===== config.mk =====
export PLATFORM = sky130hd
export DESIGN_NAME = freelist_ctrl_flat
export DESIGN_NICKNAME = d
export VERILOG_FILES = /design/src/rtl/freelist_ctrl_if.sv /design/src/rtl/freelist_ctrl.sv /design/src/flat_wrapper.sv
export SDC_FILE = /design/constraint.sdc
export NUM_CORES = 1
export LEC_CHECK = 0
export CAP_MARGIN = 20
export CORE_ASPECT_RATIO = 1.1
export CORE_MARGIN = 4
export CORE_UTILIZATION = 53
export DETAILED_ROUTE_END_ITERATION = 8
export PLACE_DENSITY = 0.95
export SYNTH_ARGS = -nofsm -noshare
export SYNTH_HDL_FRONTEND = slang
export SYNTH_SLANG_ARGS = --single-unit

===== constraint.sdc =====
create_clock -name clk -period 6.55 [get_ports clk]
set_clock_uncertainty 0.1 [all_clocks]
set_input_delay 1.31 -clock clk [delete_from_list [all_inputs] [get_ports clk]]
set_output_delay 1.31 -clock clk [all_outputs]
set_load 0.005 [all_outputs]

===== src/rtl/freelist_ctrl_if.sv =====
// Rename/freelist handshake bundle for freelist_ctrl: allocation request/grant,
// retire free, and the freelist clear/push strobes.
interface freelist_ctrl_if #(
    parameter int unsigned PHY_WIDTH = 6,
    parameter int unsigned FW        = 5
);
    logic [1:0]           rename_req;
    logic [FW:0]          num_free;
    logic                 retire_valid;
    logic [PHY_WIDTH-1:0] rd_phy_old;
    logic [1:0]           alloc_valid;
    logic                 rename_stall;
    logic                 fl_clear;
    logic                 fl_push;
    logic [PHY_WIDTH-1:0] fl_push_reg;

    modport master (
        input  rename_req, num_free, retire_valid, rd_phy_old,
        output alloc_valid, rename_stall, fl_clear, fl_push, fl_push_reg
    );

    modport slave (
        output rename_req, num_free, retire_valid, rd_phy_old,
        input  alloc_valid, rename_stall, fl_clear, fl_push, fl_push_reg
    );
endinterface


===== src/rtl/freelist_ctrl.sv =====
// Freelist sequencer: grants rename allocations, forwards retire frees, and rebuilds the
// freelist from the committed-busy snapshot after a flush. Optional counters: FREELIST_CTRL_STATS_EN.
module freelist_ctrl #(
    parameter int unsigned PHY_REGS  = 64,
    parameter int unsigned PHY_WIDTH = 6,
    parameter int unsigned FREE_REG  = 32
) (
    input  logic                clk,
    input  logic                rst,
    input  logic                flush,
    input  logic [PHY_REGS-1:0] committed_busy,
    freelist_ctrl_if.master     fl,
    output logic                recovering,
    output logic                recover_done,
    output logic                drop_err
`ifdef FREELIST_CTRL_STATS_EN
    ,
    output logic [31:0]         stat_flushes,
    output logic [31:0]         stat_stall_cycles,
    output logic [31:0]         stat_drops
`endif
);

    localparam int unsigned          FW       = $clog2(FREE_REG);
    localparam logic [FW:0]          NF_ONE   = (FW+1)'(1);
    localparam logic [FW:0]          NF_TWO   = (FW+1)'(2);
    localparam logic [PHY_WIDTH-1:0] IDX_FIRST = PHY_WIDTH'(1);
    localparam logic [PHY_WIDTH-1:0] IDX_LAST  = PHY_WIDTH'(PHY_REGS - 1);

    typedef enum logic [1:0] {
        IDLE,
        CLEAR,
        SCAN,
        DONE
    } state_t;

    state_t               state, state_nxt;
    logic [PHY_WIDTH-1:0] idx, idx_nxt;
    logic [PHY_REGS-1:0]  snap;
    logic                 retire_drop;

    // A retire arriving while the freelist is being rebuilt has nowhere to go.
    assign retire_drop = fl.retire_valid && ((state != IDLE) || flush);

    always_ff @(posedge clk or posedge rst) begin
        if (rst) begin
            state    <= IDLE;
            idx      <= IDX_FIRST;
            snap     <= '0;
            drop_err <= 1'b0;
        end else begin
            state <= state_nxt;
            idx   <= idx_nxt;
            if (flush)
                snap <= committed_busy;
            if (retire_drop)
                drop_err <= 1'b1;
        end
    end

    always_comb begin
        state_nxt = state;
        idx_nxt   = idx;
        if (flush) begin
            state_nxt = CLEAR;
            idx_nxt   = IDX_FIRST;
        end else begin
            unique case (state)
                IDLE:  state_nxt = IDLE;
                CLEAR: begin
                    state_nxt = SCAN;
                    idx_nxt   = IDX_FIRST;
                end
                SCAN: begin
                    if (idx == IDX_LAST)
                        state_nxt = DONE;
                    else
                        idx_nxt = idx + IDX_FIRST;
                end
                DONE:  state_nxt = IDLE;
                default: state_nxt = IDLE;
            endcase
        end
    end

    always_comb begin
        fl.alloc_valid  = 2'b00;
        fl.rename_stall = 1'b0;
        fl.fl_clear     = 1'b0;
        fl.fl_push      = 1'b0;
        fl.fl_push_reg  = '0;
        recovering      = 1'b0;
        recover_done    = 1'b0;
        unique case (state)
            IDLE: begin
                unique case (fl.rename_req)
                    2'b11: begin
                        if (fl.num_free >= NF_TWO)
                            fl.alloc_valid = 2'b11;
                        else if (fl.num_free == NF_ONE)
                            fl.alloc_valid = 2'b01;
                    end
                    2'b01, 2'b10: begin
                        if (fl.num_free >= NF_ONE)
                            fl.alloc_valid = fl.rename_req;
                    end
                    default: fl.alloc_valid = 2'b00;
                endcase
                fl.rename_stall = |(fl.rename_req & ~fl.alloc_valid);
                if (fl.retire_valid && !flush) begin
                    fl.fl_push     = 1'b1;
                    fl.fl_push_reg = fl.rd_phy_old;
                end
            end
            CLEAR: begin
                recovering      = 1'b1;
                fl.rename_stall = 1'b1;
                fl.fl_clear     = 1'b1;
            end
            SCAN: begin
                recovering      = 1'b1;
                fl.rename_stall = 1'b1;
                fl.fl_push      = ~snap[idx];
                fl.fl_push_reg  = idx;
            end
            DONE: begin
                recovering      = 1'b1;
                fl.rename_stall = 1'b1;
                recover_done    = 1'b1;
            end
            default: begin
                recovering      = 1'b1;
                fl.rename_stall = 1'b1;
            end
        endcase
    end

`ifdef FREELIST_CTRL_STATS_EN
    always_ff @(posedge clk or posedge rst) begin
        if (rst) begin
            stat_flushes      <= '0;
            stat_stall_cycles <= '0;
            stat_drops        <= '0;
        end else begin
            if (flush && (stat_flushes != '1))
                stat_flushes <= stat_flushes + 32'd1;
            if (fl.rename_stall && (stat_stall_cycles != '1))
                stat_stall_cycles <= stat_stall_cycles + 32'd1;
            if (retire_drop && (stat_drops != '1))
                stat_drops <= stat_drops + 32'd1;
        end
    end
`endif

endmodule


===== src/flat_wrapper.sv =====
// flat-port wrapper written by rule: the top's interface ports become plain ports
module freelist_ctrl_flat 
#(
    parameter int unsigned PHY_REGS  = 64,
    parameter int unsigned PHY_WIDTH = 6,
    parameter int unsigned FREE_REG  = 32
)
  (clk, rst, flush, committed_busy, recovering, recover_done, drop_err, fl_rename_req, fl_num_free, fl_retire_valid, fl_rd_phy_old, fl_alloc_valid, fl_rename_stall, fl_fl_clear, fl_fl_push, fl_fl_push_reg);
  freelist_ctrl_if #(.PHY_WIDTH(PHY_WIDTH), .FW(5)) fl_i ();
  input  logic clk;
  input  logic rst;
  input  logic flush;
  input  logic [PHY_REGS-1:0] committed_busy;
  output logic recovering;
  output logic recover_done;
  output logic drop_err;
  input wire logic [$bits(fl_i.rename_req)-1:0] fl_rename_req;
  input wire logic [$bits(fl_i.num_free)-1:0] fl_num_free;
  input wire logic [$bits(fl_i.retire_valid)-1:0] fl_retire_valid;
  input wire logic [$bits(fl_i.rd_phy_old)-1:0] fl_rd_phy_old;
  output wire logic [$bits(fl_i.alloc_valid)-1:0] fl_alloc_valid;
  output wire logic [$bits(fl_i.rename_stall)-1:0] fl_rename_stall;
  output wire logic [$bits(fl_i.fl_clear)-1:0] fl_fl_clear;
  output wire logic [$bits(fl_i.fl_push)-1:0] fl_fl_push;
  output wire logic [$bits(fl_i.fl_push_reg)-1:0] fl_fl_push_reg;
  assign fl_i.rename_req = fl_rename_req;
  assign fl_i.num_free = fl_num_free;
  assign fl_i.retire_valid = fl_retire_valid;
  assign fl_i.rd_phy_old = fl_rd_phy_old;
  assign fl_alloc_valid = fl_i.alloc_valid;
  assign fl_rename_stall = fl_i.rename_stall;
  assign fl_fl_clear = fl_i.fl_clear;
  assign fl_fl_push = fl_i.fl_push;
  assign fl_fl_push_reg = fl_i.fl_push_reg;
  freelist_ctrl #(.PHY_REGS(PHY_REGS), .PHY_WIDTH(PHY_WIDTH), .FREE_REG(FREE_REG)) u_core (.clk(clk), .rst(rst), .flush(flush), .committed_busy(committed_busy), .fl(fl_i), .recovering(recovering), .recover_done(recover_done), .drop_err(drop_err));
endmodule

# Word level (Yosys, flattened, before mapping)
# Cells that the tools add are included.
# word_totals
ff_bits	73
inputBits	82
output_inout_bits	14
elab_cells	55
# op_classes
addsub	1
order_cmp	3
eq_ne	10
n_mux	22
n_bitwise	3
reduce_logical	12
# ops
cell	count
$pmux W6 S2	2
$mux W6	3
$mux W2	6
$eq A2 B2 Y1 const B	4
$lt A6 B7 Y1 const B	1
$add A6 B1 Y6 const B	1
$bmux W1 S6	1
$eq A6 B1 Y1 const B	1
$eq A6 B6 Y1 const B	1
$ge A6 B1 Y1 const B	1
$ge A6 B2 Y1 const B	1
$mux W1	6
$pmux W2 S3	1
$reduce_or A2 Y1	3
$eq A2 B1 Y1 const B	2
$pmux W1 S2	2
$pmux W2 S2	1
$ne A3 B2 Y1 const B	1
$ne A3 B3 Y1 const B	1
$reduce_bool A3 Y1	1
$reduce_or A3 Y1	1
$and A2 B2 Y2	1
$logic_and A1 B1 Y1	2
$logic_not A2 Y1	1
6 further kinds	6

# Depth between registers and ports, before layout
# depth
ltp_word	9
depth_mapped	7
mapped_depth_nobuf	6

# Worst setup path after synthesis
# No wires, ideal clock.
# synth_path
path_kind	input to output
from	input port fl_num_free[5]
to	output port fl_rename_stall
t_arrival_ps	2447
required_time_ps	5140
path_slack_ps	2693
path_stages	5
n_path_buf	0
cell_sequence	or4_1 -> nor3_1 -> nand3b_1 -> a21oi_1 -> o221ai_1
# synth_via
elab_chain_cells	9
elab_cells_between_ends	12
cone_classes	order compare (2); eq/ne (1); mux (6); bitwise (2); reduce/logical (1)
# synth_lines
element	line	source
start: declaration	flat_wrapper.sv:18	input wire logic [$bits(fl_i.num_free)-1:0] fl_num_free;
parallel branches: the longest is 3 deep, another holds $ge A6 B1 Y1	n/a	
$pmux W2 S2 (*)	freelist_ctrl.sv:96	unique case (fl.rename_req)
$mux W2 (*)	freelist_ctrl.sv:94	unique case (state)
$not A2 Y2 (*)	freelist_ctrl.sv:109	fl.rename_stall = |(fl.rename_req & ~fl.alloc_valid);
$and A2 B2 Y2 (*)	freelist_ctrl.sv:109	
$reduce_or A2 Y1 (*)	freelist_ctrl.sv:109	
$pmux W1 S2 (*)	freelist_ctrl.sv:94	
end: declaration	flat_wrapper.sv:22	output wire logic [$bits(fl_i.rename_stall)-1:0] fl_rename_stall;
# Mark *: on every way between the ends. The select of a mux whose other input is x is not followed.

# Worst setup path after layout
# Ends and elaborated chain as after synthesis.

==> impl_results.md <==
* Outcome: completed
* Critical path fanouts, max at 3
* Synth cell types at 39
* Metal3 WL at 483 µm
* Clk_lat worst skew at 0.34 ns
* H-tree depth at 3
* Max Used Layer: met4
* Top-area cell type share of the netlist area at 49.6%
* Diode count at 0
* Fill count at 443
* Die ar. at 8250 µm²
* Synth top area cells: dfrtp_1 (50%), mux2_2 (14%), mux2_1 (6.5%), mux4_2 (5.6%), mux2i_1 (5.2%)
* Layout area overhead at 32.6%
* Hold Vio Cnt, Final at 0
* Drt wl/cell at 17.2 µm
* Final wirelength at 7910 µm
* Pin count of the biggest net entering global routing at 74
* Final Cycle Share at 76.0%
* Clock-pin slew on the worst setup and hold paths at 0.07 ns
* Initial antenna violation count at 0
* Post-Route M1 WL at 3110 µm
* CORE AREA at 6630 µm²
* Drt first-iter violations at 147
* Post-synth EDFFs at 0
* Peak supply drop at 157 µV
* Post-CTS sizing at 0
* Actual slew at the worst max-slew pin at 0.894 ns
* # Post-CTS Setup Buffers at 0
* CP Class: input pin to output port
* Final Util at 72.7%
* Kind of end point of the critical path: output port
* Cell taking the most area after synthesis: dfrtp_1
* Pwr dens at 219 nW/µm²
* Vias in the first global route at 2675
* All-Layer GR Usage at 20.1%
* Ys flop type: dfrtp_1
* Fmax at 201 MHz
* Residual DRC at 0
* Area after DPL at 4630 µm²
* Worst Path Required at 5.14 ns
* R2R Setup Slk at 4.10 ns
* Hold Path Class: register to register
* Placer Congestion at 0.883
* Detailed Place HPWL at 5860 µm
* Initial Util at 54.8%
* # rows at 31
* Number of port buffers at 95
* Hold buffers post-CTS at 0
* Avg Inst Size Synth at 12.9 µm²
* Fin area at 4820 µm²
* Total power draw at 1.06 mW
* Die X at 87.0 µm
* Post-synthesis net count at 371
* Clock root buffer: clkbuf_8
* TritonCTS Buffers at 9
* TritonCTS clock tree: yes
* Synth Cell Area at 3640 µm²
* Critical Path AT at 3.57 ns
* Shortest period the worst path allows at 4.98 ns
* Clk sinks at 73
* Yosys warns at 0
* RSZ-0062 raised after global routing: no
* Chip height at 94.9 µm
* Final setup vio count at 0
* DR vias/cell at 5.61
* Seq/Total Area, Yosys at 50.3%
* First-pass iteration count of the detailed router at 4
* Slew Viols, Final at 0
* Global route total overflow at 0
* Via Count at 2580
* Met2 wire len at 4120 µm
* Max-Cap Viols at 0
* Slew headroom at 40.4%
* DRT antenna net count at 0
* Synthesized instance count at 281
* Io pins at 96
* TNS Setup at 0 ns
* First-pass GRT wire length at 12600 µm
* Seq cells post-synth at 73
* Final nets at 463
* CTS max path bufs at 2
* Layout cell share with drive strength beyond 1 at 19.6%
* Critical Path Start Type: input pin
* Async SR Flop Fraction at 100%
* Leak at 1.91 nW
## synthesized netlist by cell type, types with 5 or more instances
cell type,instances
dfrtp_1,72
mux2_2,45
mux2_1,21
mux2i_1,19
nor2_1,11
inv_1,10
nand2_1,10
mux4_2,9
ha_1,8
a21oi_1,7
buf_1,7
clkbuf_1,6
nor3_1,6
nand3_1,5
## metal layers
layer / vias up / global-route usage, %
met5: - / 0
met2: 87 / 35.3
met1: 1274 / 23.3
met3: 15 / 3.49
met4: 0 / 10.3
li1: 1204 / -
## final timing paths
check | start | to | cells past startpoint
setup / recovery | fl_num_free[5] | fl_rename_stall | 7
hold / removal | u_core.drop_err | u_core.drop_err | 1
min in group asynchronous | rst | u_core.snap[4] | 3
hold reg to reg | u_core.drop_err | u_core.drop_err | 1
setup reg to reg | u_core.idx[1] | u_core.idx[1] | 7
max in group asynchronous | rst | u_core.snap[32] | 3
## state kept, by name (all words and copies together), names as in the netlist
signal,cells
u_core.snap,64
u_core.idx,6
u_core.state,2
u_core.drop_err,1
## cells in the final DEF (no fill, tap or decap), types with 3 or more instances in the layout
cell type,count
mux2_2,45
a22oi_1,4
dfrtp_1,72
buf_4,3
a22o_1,4
inv_1,9
mux4_2,9
clkbuf_8,10
nor2_1,11
clkbuf_1,3
mux2i_1,19
clkdlybuf4s50_1,94
ha_1,8
nand3_1,5
nand2b_1,3
mux2_1,21
o21ai_0,4
nor3_1,6
a21oi_1,7
nand2_1,10
## power breakdown
group | switching [mW] | total [mW] | internal [mW]
combinational | 0.0709 | 0.195 | 0.124
clock | 0.155 | 0.340 | 0.186
sequential | 0.0272 | 0.520 | 0.493
## cell type report
cell class                      instances  area (µm²)  share of cell area, %
Sequential cell                        73        1830                   37.9
Multi-Input combinational cell        181        1700                   35.2
Timing Repair Buffer                   98         968                   20.1
Clock buffer                           13         149                   3.09
Tap cell                               82         103                   2.13
Clock inverter                          3        40.0                  0.830
Inverter                               10        37.5                  0.778
## logic make-up after synthesis
kind of cell               after synthesis  share of synthesized area [%]
and+or+nand+nor                         46                           6.26
muxes                                   94                           31.2
adders and majority gates                8                           2.75
buffers and inverters                   27                           3.06
DFF                                     73                           50.3
AOI/OAI and AO/OA                       29                           5.44
xor gates and xnor gates                 4                          0.964
## metrics by stage
step,hold WS (ns),setup slack [ns],cells
2_1_floorplan,0.351,2.69,281
3_3_place_gp,0.351,1.74,444
3_5_place_dp,0.345,1.61,444
4_1_cts,0.360,1.61,460
5_1_grt,0.394,1.43,460
6_report,0.357,1.57,460
## critical path, cell delays in order
cell and delay (ns):
clkdlybuf4s50_1 0.39, or4_1 0.55, nor3_1 0.29, nand3b_1 0.15, a21oi_1 0.08, o221ai_1 0.24
clkdlybuf4s50_1 0.56
(Power assumes the default switching activity.)
==> variant (same flow settings) <==
`FW` is set to 5 in 2 places; all go to 6.
--- a/src/rtl/freelist_ctrl_if.sv
+++ b/src/rtl/freelist_ctrl_if.sv
@@ -2,7 +2,7 @@
 // retire free, and the freelist clear/push strobes.
 interface freelist_ctrl_if #(
     parameter int unsigned PHY_WIDTH = 6,
-    parameter int unsigned FW        = 5
+    parameter int unsigned FW        = 6
 );
     logic [1:0]           rename_req;
     logic [FW:0]          num_free;
--- a/src/flat_wrapper.sv
+++ b/src/flat_wrapper.sv
@@ -6,7 +6,7 @@
     parameter int unsigned FREE_REG  = 32
 )
   (clk, rst, flush, committed_busy, recovering, recover_done, drop_err, fl_rename_req, fl_num_free, fl_retire_valid, fl_rd_phy_old, fl_alloc_valid, fl_rename_stall, fl_fl_clear, fl_fl_push, fl_fl_push_reg);
-  freelist_ctrl_if #(.PHY_WIDTH(PHY_WIDTH), .FW(5)) fl_i ();
+  freelist_ctrl_if #(.PHY_WIDTH(PHY_WIDTH), .FW(6)) fl_i ();
   input  logic clk;
   input  logic rst;
   input  logic flush;
Interface: changed (resized fl_num_free); port bits go from 96 to 97. The function was not compared with the original's and may differ.
==> variant against the unedited design <==
Total power grew 9.6%. Critical endpoint is now fl_fl_push. Sequential cell count is the same. Setup slack gained 260 ps. Hold slack gained 10 ps. Global-route usage grew 0.16 points. Fmax grew 5.6%. Synthesized area grew 1.3%. Routed wire length grew 4.1%. Cell area grew 1.8%. Highest routed layer unchanged.
==> variant: results (changes against the unedited design) <==
| Metric | Value |
|---|---|
| First-pass GRT wire length | 12.8 mm (was 12.6 mm) |
| Worst slew pin tran | 899 ps (was 894 ps) |
| Met2 demand-to-capacity share in global routing | 0.357 (was 0.353) |
| Outcome | finished, final reports clean (unchanged) |
| Mux cell area share after synthesis | 0.300 (was 0.312) |
| Top cells by area, synth | dfrtp_1 (49%), mux2_2 (20%), mux4_2 (7.3%) (was dfrtp_1 (50%), mux2_2 (14%), mux2_1 (6.5%)) |
| Design internal power | 0.897 mW (was 0.803 mW) |
| Setup slack of the critical path after layout | 1840 ps (was 1570 ps) |
| Setup slack on the worst flop-to-flop path | 3970 ps (was 4100 ps) |
| Total of cells resized after clock tree synthesis | 0 (unchanged) |
| Crit path max-delay family | buffers and inverters (was simple AND/OR/NAND/NOR gates) |
| Routed length per instance | 17.9 µm (was 17.2 µm) |
| Mapped Nets | 377 (was 371) |
| Global-route usage over all layers | 0.202 (was 0.201) |
| Count of port buffers added during placement | 96 (was 95) |
| Minimum setup slack after placement | 1860 ps (was 1610 ps) |
| Maximum VDD drop | 0.000150 V (was 0.000157 V) |
| Placer's final routability congestion estimate | 0.824 (was 0.883) |
| Global-route track usage on met1 | 0.238 (was 0.233) |
| Fraction of synthesized cell area in xor and xnor cells | 0.00476 (was 0.00964) |
| Met3 capacity usage during global routing | 0.0337 (was 0.0349) |
| Total via count in the routed design | 2620 (was 2580) |
| Final net count | 465 (was 463) |
| Number of different library cells in the post-synthesis netlist | 40 (was 39) |
| Starting DRT DRC Count | 143 (was 147) |
| Fraction of the mapped netlist area in compound gates | 0.0561 (was 0.0544) |
| Sequential fraction of the synthesis area | 0.496 (was 0.503) |
| Fraction of final layout cells sized beyond drive strength 1 | 0.272 (was 0.196) |
| Leakage | 1.98 nW (was 1.91 nW) |
| Top flop regs | u_core.snap: 64 flops, u_core.idx: 6 flops, u_core.state: 2 flops (unchanged) |
| Critical register-to-register path startpoint | u_core.idx[1]$_DFFE_PP0P_ (unchanged) |
| Leading post-synthesis cells by instance count | dfrtp_1 (72), mux2_2 (67), clkbuf_1 (14), nor2_1 (13), mux4_2 (12) (was dfrtp_1 (72), mux2_2 (45), mux2_1 (21), mux2i_1 (19), nor2_1 (11)) |
| Vias in the first global route | 2761 (was 2675) |
| WP data arrival | 3300 ps (was 3570 ps) |
| Area after detailed placement | 4660 µm² (was 4630 µm²) |
==> variant: changes by cell type in the layout (fill, tap and decap cells not counted), moves of 3 or more <==
cell | unedited run | this run
mux2_1 | 21 | 0
a22oi_1 | 4 | 1
a31oi_1 | 0 | 3
or2_2 | 0 | 3
mux2_2 | 45 | 67
nand3_1 | 5 | 8
mux2i_1 | 19 | 8
mux4_2 | 9 | 12
==> variant: kinds of logic (layout without fill, tap and decap cells) <==
group           after synthesis  count (layout)
buf+inv                      31             124
flops                        73              73
compound gates               30              30
xor+xnor                      2               2
mux                          87              87
fa+ha+maj                     8               8
simple gates                 55              55
==> variant: per-stage QoR <==
step	util	power (mW)	instances	hold slack, ps
floorplan	-	0.639	286	351
global placement	0.698	0.721	445	346
CTS	0.736	1.17	461	366
finish	0.736	1.16	461	367
global route	0.736	1.21	461	398
detailed placement	0.698	0.731	445	350
==> variant: worst max-delay path by stage <==
stage,startpoint,end,cells past startpoint
floorplan,flush,fl_fl_push,7
global placement,fl_retire_valid,fl_fl_push,8
detailed placement,fl_retire_valid,fl_fl_push,8
CTS,fl_retire_valid,fl_fl_push,8
global route,fl_num_free[2],fl_rename_stall,8
finish,fl_retire_valid,fl_fl_push,8
==> variant: layer usage <==
layer	vias up	part of all wire
li1	1216	-
met1	1294	0.39
met2	89	0.53
met3	21	0.054
met4	0	0.027
met5	-	0
==> variant: cell type report <==
type | count | share of cell area
clock inverter | 4 | 0.0201
sequential | 73 | 0.372
tap | 82 | 0.0209
clock buffer | 12 | 0.0316
inverter | 9 | 0.00688
multi-input combinational | 182 | 0.349
timing repair buffer | 99 | 0.199
==> variant: power by group through the flow <==
stage                     Combinational [mW]  Clock, mW  Sequential (mW)
after floorplan                        0.124          0            0.515
after global placement                 0.193          0            0.528
after CTS                              0.201      0.443            0.523
after detailed placement               0.200          0            0.532
final                                  0.198      0.437            0.523
after global routing                   0.215      0.462            0.529
